## config.mk

```make
export PLATFORM = sky130hd
export DESIGN_NAME = fifo_rd_stream
export DESIGN_NICKNAME = d
export VERILOG_FILES = /design/src/rtl/fifo_rd_stream.sv
export SDC_FILE = /design/constraint.sdc
export NUM_CORES = 1
export LEC_CHECK = 0
export BUFFER_PORTS_ARGS = -buffer_cell sky130_fd_sc_hd__buf_4
export CORE_ASPECT_RATIO = 0.7
export CORE_MARGIN = 5
export CORE_UTILIZATION = 48
export DETAILED_ROUTE_END_ITERATION = 16
export PLACE_DENSITY = 0.75
export SETUP_SLACK_MARGIN = 0.5
export SLEW_MARGIN = 30
export SYNTH_ARGS = -nofsm -noshare
export SYNTH_HDL_FRONTEND = slang
export SYNTH_SLANG_ARGS = --single-unit
```

## constraint.sdc

```tcl
create_clock -name rclk -period 2.7 [get_ports rclk]
set_input_delay 0.27 -clock rclk [delete_from_list [all_inputs] [get_ports rclk]]
set_output_delay 0.27 -clock rclk [all_outputs]
set_load 0.01 [all_outputs]
```

## src/rtl/fifo_rd_stream.sv

```systemverilog
// Read-side drain for a first-word-fall-through FIFO: pops into a 2-entry
// registered skid buffer feeding a valid/ready stream, with pause, flush and statistics.
module fifo_rd_stream #(
    parameter int unsigned DSIZE = 8,
    parameter int unsigned CNT_W = 16
) (
    input  logic             rclk,
    input  logic             rrst_n,
    input  logic [DSIZE-1:0] rdata,
    input  logic             rempty,
    output logic             rinc,
    input  logic             enable,
    input  logic             flush,
    output logic             m_valid,
    output logic [DSIZE-1:0] m_data,
    input  logic             m_ready,
    output logic             flush_done,
    output logic             busy,
    output logic [CNT_W-1:0] pop_count,
    output logic [CNT_W-1:0] drop_count
);

    typedef enum logic [1:0] {
        IDLE  = 2'd0,
        RUN   = 2'd1,
        FLUSH = 2'd2
    } state_e;

    state_e             state_q, state_d;
    logic [1:0]         occ_q, occ_d;
    logic [DSIZE-1:0]   slot0_q, slot0_d;
    logic [DSIZE-1:0]   slot1_q, slot1_d;
    logic               m_valid_q, m_valid_d;
    logic               flush_done_q, flush_done_d;
    logic               busy_q, busy_d;
    logic [CNT_W-1:0]   pop_cnt_q, pop_cnt_d;
    logic [CNT_W-1:0]   drop_cnt_q, drop_cnt_d;

    logic               xfer;
    logic               push;
    logic [1:0]         occ_mid;

    // Pop strobe depends only on registered state and the FIFO empty flag.
    assign rinc = !rempty && ((state_q == RUN && occ_q != 2'd2) || state_q == FLUSH);

    assign xfer    = m_valid_q && m_ready;
    assign push    = rinc && (state_q == RUN);
    assign occ_mid = occ_q - 2'(xfer);

    always_comb begin
        state_d      = state_q;
        occ_d        = occ_q;
        slot0_d      = slot0_q;
        slot1_d      = slot1_q;
        flush_done_d = 1'b0;
        pop_cnt_d    = pop_cnt_q;
        drop_cnt_d   = drop_cnt_q;

        if (xfer) begin
            pop_cnt_d = pop_cnt_q + CNT_W'(1);
        end

        // Skid buffer: head shifts out on transfer, popped word lands at the new tail.
        if (state_q != FLUSH) begin
            if (xfer) begin
                slot0_d = slot1_q;
            end
            if (push) begin
                if (occ_mid == 2'd0) begin
                    slot0_d = rdata;
                end else begin
                    slot1_d = rdata;
                end
                occ_d = occ_mid + 2'd1;
            end else begin
                occ_d = occ_mid;
            end
        end

        unique case (state_q)
            IDLE: begin
                if (flush) begin
                    state_d = FLUSH;
                end else if (enable) begin
                    state_d = RUN;
                end
            end
            RUN: begin
                if (flush) begin
                    state_d = FLUSH;
                end else if (!enable) begin
                    state_d = IDLE;
                end
            end
            FLUSH: begin
                if (rinc) begin
                    drop_cnt_d = drop_cnt_q + CNT_W'(1);
                end
                if (rempty) begin
                    flush_done_d = 1'b1;
                    state_d      = enable ? RUN : IDLE;
                end
            end
            default: begin
                state_d = IDLE;
            end
        endcase

        // Flush entry discards whatever survives this edge, including a same-edge pop.
        if (flush && state_q != FLUSH) begin
            drop_cnt_d = drop_cnt_q + CNT_W'(occ_mid) + CNT_W'(push);
            occ_d      = 2'd0;
        end
    end

    assign m_valid_d = (occ_d != 2'd0);
    assign busy_d    = (state_d == FLUSH);

    always_ff @(posedge rclk or negedge rrst_n) begin
        if (!rrst_n) begin
            state_q      <= IDLE;
            occ_q        <= 2'd0;
            slot0_q      <= '0;
            slot1_q      <= '0;
            m_valid_q    <= 1'b0;
            flush_done_q <= 1'b0;
            busy_q       <= 1'b0;
            pop_cnt_q    <= '0;
            drop_cnt_q   <= '0;
        end else begin
            state_q      <= state_d;
            occ_q        <= occ_d;
            slot0_q      <= slot0_d;
            slot1_q      <= slot1_d;
            m_valid_q    <= m_valid_d;
            flush_done_q <= flush_done_d;
            busy_q       <= busy_d;
            pop_cnt_q    <= pop_cnt_d;
            drop_cnt_q   <= drop_cnt_d;
        end
    end

    assign m_valid    = m_valid_q;
    assign m_data     = slot0_q;
    assign flush_done = flush_done_q;
    assign busy       = busy_q;
    assign pop_count  = pop_cnt_q;
    assign drop_count = drop_cnt_q;

endmodule
```

* Yosys cells after proc, flatten, opt, wreduce, memory -nomap -nowiden
Cells that the tools add are included. W data, S select, Z words.
Operators by class: add/subtract/negate cells 6, multiply operators 0, divide/modulo/power cells 0, order comparisons 0, equality and inequality tests 5, shift-type cells 0, mux-type cells 18, bitwise gates (word level) 1, reductions and logical operators 14
Operators by type and width (count):
- $mux W16 | 3
- $add A16 B1 Y16 const B | 2
- $mux W8 | 3
- $add A16 B1 Y16 | 1
- $add A16 B2 Y16 | 1
- $mux W2 | 8
- $pmux W2 S3 | 1
- $reduce_bool A2 Y1 | 3
- $logic_and A1 B1 Y1 | 5
- $eq A2 B2 Y1 const B | 2
- $logic_not A2 Y1 | 2
- $ne A2 B2 Y1 const B | 2
- $mux W1 | 3
- $reduce_and A3 Y1 | 1
- $add A2 B1 Y2 const B | 1
- $eq A2 B1 Y1 const B | 1
- $reduce_and A2 Y1 | 1
- $sub A2 B1 Y2 | 1
- $logic_not A1 Y1 | 1
- $logic_or A1 B1 Y1 | 1
- $not A1 Y1 | 1
Word-level totals: register bits 55, latch bits 0, bits in writable memories 0, memory bits (read-only) 0, memories 0

* Logic depth before layout (Yosys ltp)
word-level depth 9, depth in mapped cells 10, depth with buffers taken out 9

* Least setup slack after synthesis
No wires, ideal clock.
path kind register to register, start point reg m_valid_q (netlist: m_valid), end point reg drop_cnt_q[10] (netlist: drop_count[10]), setup time 0.080 ns, data arrival time 2.293 ns, data required time 2.620 ns, setup slack 0.327 ns, cell stages (with the launch flop) 10, cells stage by stage dfrtp_1 > nand2_1 > inv_1 > ha_1 > inv_1 > fa_1 > fa_1 > a31o_2 > nand4_1 > xnor2_1
On the way: word-level cells in the longest chain between the ends 5
RTL lines:
- start: declaration | RTL line 33 | logic m_valid_q, m_valid_d;
- start signal: assignment | RTL line 135 | m_valid_q <= m_valid_d;
- $logic_and A1 B1 Y1 | RTL line 46 | assign xfer = m_valid_q && m_ready;
- via xfer | RTL line 39 | logic xfer;
- $sub A2 B1 Y2 | RTL line 48 | assign occ_mid = occ_q - 2'(xfer);
- $add A16 B2 Y16 | RTL line 111 | drop_cnt_d = drop_cnt_q + CNT_W'(occ_mid) + CNT_W'(push);
- $add A16 B1 Y16 | RTL line 111
- $mux W16 | RTL line 110 | if (flush && state_q != FLUSH) begin
- end signal: assignment | RTL line 139 | drop_cnt_q <= drop_cnt_d;
- end: declaration | RTL line 37 | logic [CNT_W-1:0] drop_cnt_q, drop_cnt_d;
The timed path passes the listed nets, and every way through them passes these cells. A chain may end at the register's enable or synchronous reset.

* Final worst setup path
start point reg m_valid_q (netlist: m_valid), end point reg drop_cnt_q[12] (netlist: drop_count[12])
The elaborated chain is that of the path after synthesis.

==> flow_summary.rst <==
.. list-table::
   :header-rows: 1

   * - Metric
     - Value
   * - Total via count in the routed design
     - 1894
   * - Routed Antenna Nets
     - 0
   * - Number of instances in the synthesized netlist
     - 230
   * - Final worst-path cycle share
     - 81.7%
   * - Worst slack on hold paths
     - -0.00441 ns
   * - Avg Vias per Cell
     - 5.15
   * - Number of diodes
     - 0
   * - Number of synthesized flops with an enable pin
     - 0
   * - Switching power
     - 0.00109 W
   * - Unrepaired setup endpoints after global routing
     - true
   * - Fraction of power consumed by the clock network
     - 15.4%
   * - Top cells by area in the synthesized netlist
     - dfrtp_1, xnor2_1, mux2_2, mux2i_1, a21oi_1
   * - Final-layout setup total negative slack
     - 0 ns
   * - Final global-route overflow total
     - 0
   * - Commonest non-fill, non-tap cell in the layout
     - buf_4
   * - Violated checks
     - negative hold slack
   * - Delay of the slowest cell on the worst path
     - 0.40 ns
   * - WS Path Type
     - reg -> reg
   * - Row count
     - 22
   * - Switching part of the total power
     - 36.1%
   * - Result of the run
     - finished, violations left
   * - Final setup viols
     - 0
   * - CTS tree
     - yes
   * - Height of the chip
     - 72.1 um
   * - Worst reg2reg path endpoint
     - drop_count[12]$_DFFE_PN0P_
   * - Data arrival, critical path
     - 2.43 ns
   * - Post-synthesis average cell area
     - 11.5 um^2
   * - Root Buffer Master
     - clkbuf_8
   * - Largest area contributor in the synthesized netlist
     - dfrtp_1
   * - Worst reg2reg path depth
     - 9
   * - Number of antenna violations at the first check in global routing
     - 0
   * - Synth Flop Type
     - dfrtp_1
   * - Total routing usage reported by global routing
     - 16.3%
   * - Die Width
     - 98.7 um
   * - Final GP Congestion
     - 0.837
   * - Total count of max-transition violations in the final report
     - 0
   * - H-tree depth
     - 2
   * - Worst-path clk slew
     - 0.10 ns
   * - Delay-heaviest family, CP
     - adder cells
   * - Buffer depth of the longest clock path
     - 2
   * - Total number of cells along the worst setup path
     - 9
   * - Crit Reg-Reg Startpoint
     - m_valid$_DFF_PN0_
   * - Hold/Removal Path Class
     - in -> async
   * - Power per Cell Area
     - 916 nW/um^2
   * - Worst setup slack for register-to-register paths
     - 0.49 ns
   * - Required time of the critical path
     - 2.92 ns
   * - Max-cap viol count
     - 0
   * - Effective utilization at floorplan
     - 50.0%
   * - Comb pwr share
     - 40.8%
   * - Number of port buffers
     - 57
   * - Combined area of all synthesized cells
     - 2640 um^2
   * - Highest-count cells in the layout ignoring fill and taps
     - buf_4, dfrtp_1, xnor2_1
   * - Synth Net Count
     - 251
   * - Total leakage power
     - 1.55 nW
   * - Number of design rule violations left after detail routing
     - 0
   * - Routed WL
     - 5410 um
   * - Vias in the first global route
     - 2047
   * - Area of the placeable core
     - 5290 um^2
   * - Sequential-to-total area share from yosys stat
     - 52.1%
   * - Critical path fanouts, max
     - 7
   * - Total CTS buffers
     - 5
   * - Area share of the largest cell type after synthesis
     - 52.1%
   * - Ratio of cells with drive above 1 in the final layout
     - 33.1%
   * - Global-route wire length before repair
     - 9580 um
   * - Number of clock sinks seen by CTS
     - 55
   * - Cell internal pwr
     - 0.00194 W
   * - Detailed Routing Iterations Pass 1
     - 4
   * - Sort of element at the start of the critical path
     - flop
   * - Worst slew margin relative to its limit
     - 54.8%
   * - DPL Wire Length
     - 3830 um
   * - Max VDD drop
     - 0.000599 V
   * - Final hold violation count
     - 7
   * - Average wire length per cell after detail routing
     - 14.7 um
   * - Sequential cell fraction of total power
     - 43.8%
   * - Max Freq
     - 0.453 GHz
   * - Area Growth Syn to Fin
     - 25.3%
   * - Min Tclk post-route
     - 2.21 ns
   * - Synthesis warning total
     - 0
   * - Cell type of the slowest stage on the worst timing path
     - dfrtp_1
   * - Setup crit start
     - m_valid$_DFF_PN0_
   * - Transition at the pin with the smallest max-transition slack
     - 0.678 ns
   * - Maximum number of pins on one net before global-route repair
     - 56
   * - Die Area
     - 7110 um^2
   * - Clock Skew
     - 0.0113 ns
   * - Kind of capture point of the worst setup path
     - flop
   * - Number of register bits inferred by synthesis
     - 55
   * - Async set or reset register ratio after synthesis
     - 100%
   * - Count of hold-fix buffers inserted at cts
     - 0
   * - IO Count
     - 58
   * - Last element of the critical path
     - drop_count[12]$_DFFE_PN0P_
   * - Number of design-rule violations left by the first detailed-router iteration
     - 113
   * - Final nets
     - 316
   * - Cell-by-cell listing of the critical path
     - nand2_2 > inv_4 > ha_4 > inv_4 > fa_2 > fa_2 > a31o_4 > nand4_1 > xnor2_1
   * - Core occupancy in the finished layout
     - 62.6%
   * - Distinct cells, synth
     - 45
   * - Clk_lat worst skew
     - 0.30 ns
   * - Count of buffer and inverter cells on the critical path
     - 2
## metal layers
metal | global-route usage (%) | routed length, um | up-vias
met3 | 5.19 | 339 | 5
li1 | - | - | 935
met2 | 26.1 | 2470 | 47
met1 | 21.8 | 2580 | 907
met4 | 3.79 | 21 | 0
met5 | 0 | 0 | -
## how the worst min path moves through the flow
stage	startpoint	endpoint	depth (start not counted)
after floorplan	rrst_n	busy$_DFF_PN0_	0
after global placement	rrst_n	m_data[2]$_DFFE_PN0P_	1
after detailed placement	rrst_n	m_data[3]$_DFFE_PN0P_	1
after CTS	rrst_n	m_data[3]$_DFFE_PN0P_	1
after global routing	rrst_n	m_data[3]$_DFFE_PN0P_	1
final	rrst_n	slot1_q[3]$_DFFE_PN0P_	1
## flip-flops by register name (all words and copies together), names as in the netlist
signal	count
slot1_q	8
m_data	8
busy	1
occ_q	2
pop_count	16
drop_count	16
state_q	2
m_valid	1
flush_done	1
## cell usage after synthesis (3+ instances only)
cell type / count
dfrtp_1: 55
xnor2_1: 24
nor2_1: 17
a21oi_1: 13
nand2_1: 12
nand3_1: 11
mux2_2: 9
nand4_1: 9
mux2i_1: 8
inv_1: 7
ha_1: 5
xor2_1: 5
and2_1: 3
and3_1: 3
nand2b_1: 3
o2111ai_1: 3
o211ai_1: 3
o21ai_0: 3
## what timing repair did
action / in CTS / in global routing
setup buffers: 2 / 5
resized for setup: 3 / 4
endpoints found under the setup margin: 23 / 11
pin swaps: 1 / 7
## stage by stage
step	area, um^2	instances	hold slack, ns	power, W	setup WS [ns]
after detailed placement	3130	353	0.356	0.00245	0.336
final	3310	368	-0.00441	0.00303	0.493
after floorplan	2660	230	-0.0256	0.00199	0.523
after global routing	3310	368	0.0592	0.00326	0.407
after CTS	3260	363	0.0230	0.00298	0.531
after global placement	3130	353	0.355	0.00242	0.448
## power groups by stage
| stage | registers [W] | logic, W | clock network, W |
|---|---|---|---|
| global placement | 0.00134 | 0.00108 | 0 |
| floorplan | 0.00135 | 0.000641 | 0 |
| global route | 0.00138 | 0.00137 | 0.000513 |
| CTS | 0.00133 | 0.00116 | 0.000482 |
| detailed placement | 0.00134 | 0.00111 | 0 |
| finish | 0.00133 | 0.00124 | 0.000468 |
## logic make-up (layout without fill, tap and decap cells)
group	after synthesis	after routing	share of synthesized area, %
flip-flops	55	55	52.1
XOR/XNOR	29	29	9.61
AND/OR/NAND/NOR	75	75	16.6
adder cells (fa/ha/maj)	7	7	3.88
AO/OA/AOI/OAI	33	33	8.00
buffers and inverters	14	80	2.94
multiplexers	17	17	6.87
## area by class of cell
type                       instances  area (um^2)
fill                             431         1970
inverter                           7         31.3
multi-input combinational        161         1230
tap                               72         90.1
timing repair buffer              65          488
clock inverter                     1         8.76
sequential                        55         1380
clock buffer                       7         86.3
(Power assumes the default switching activity.)
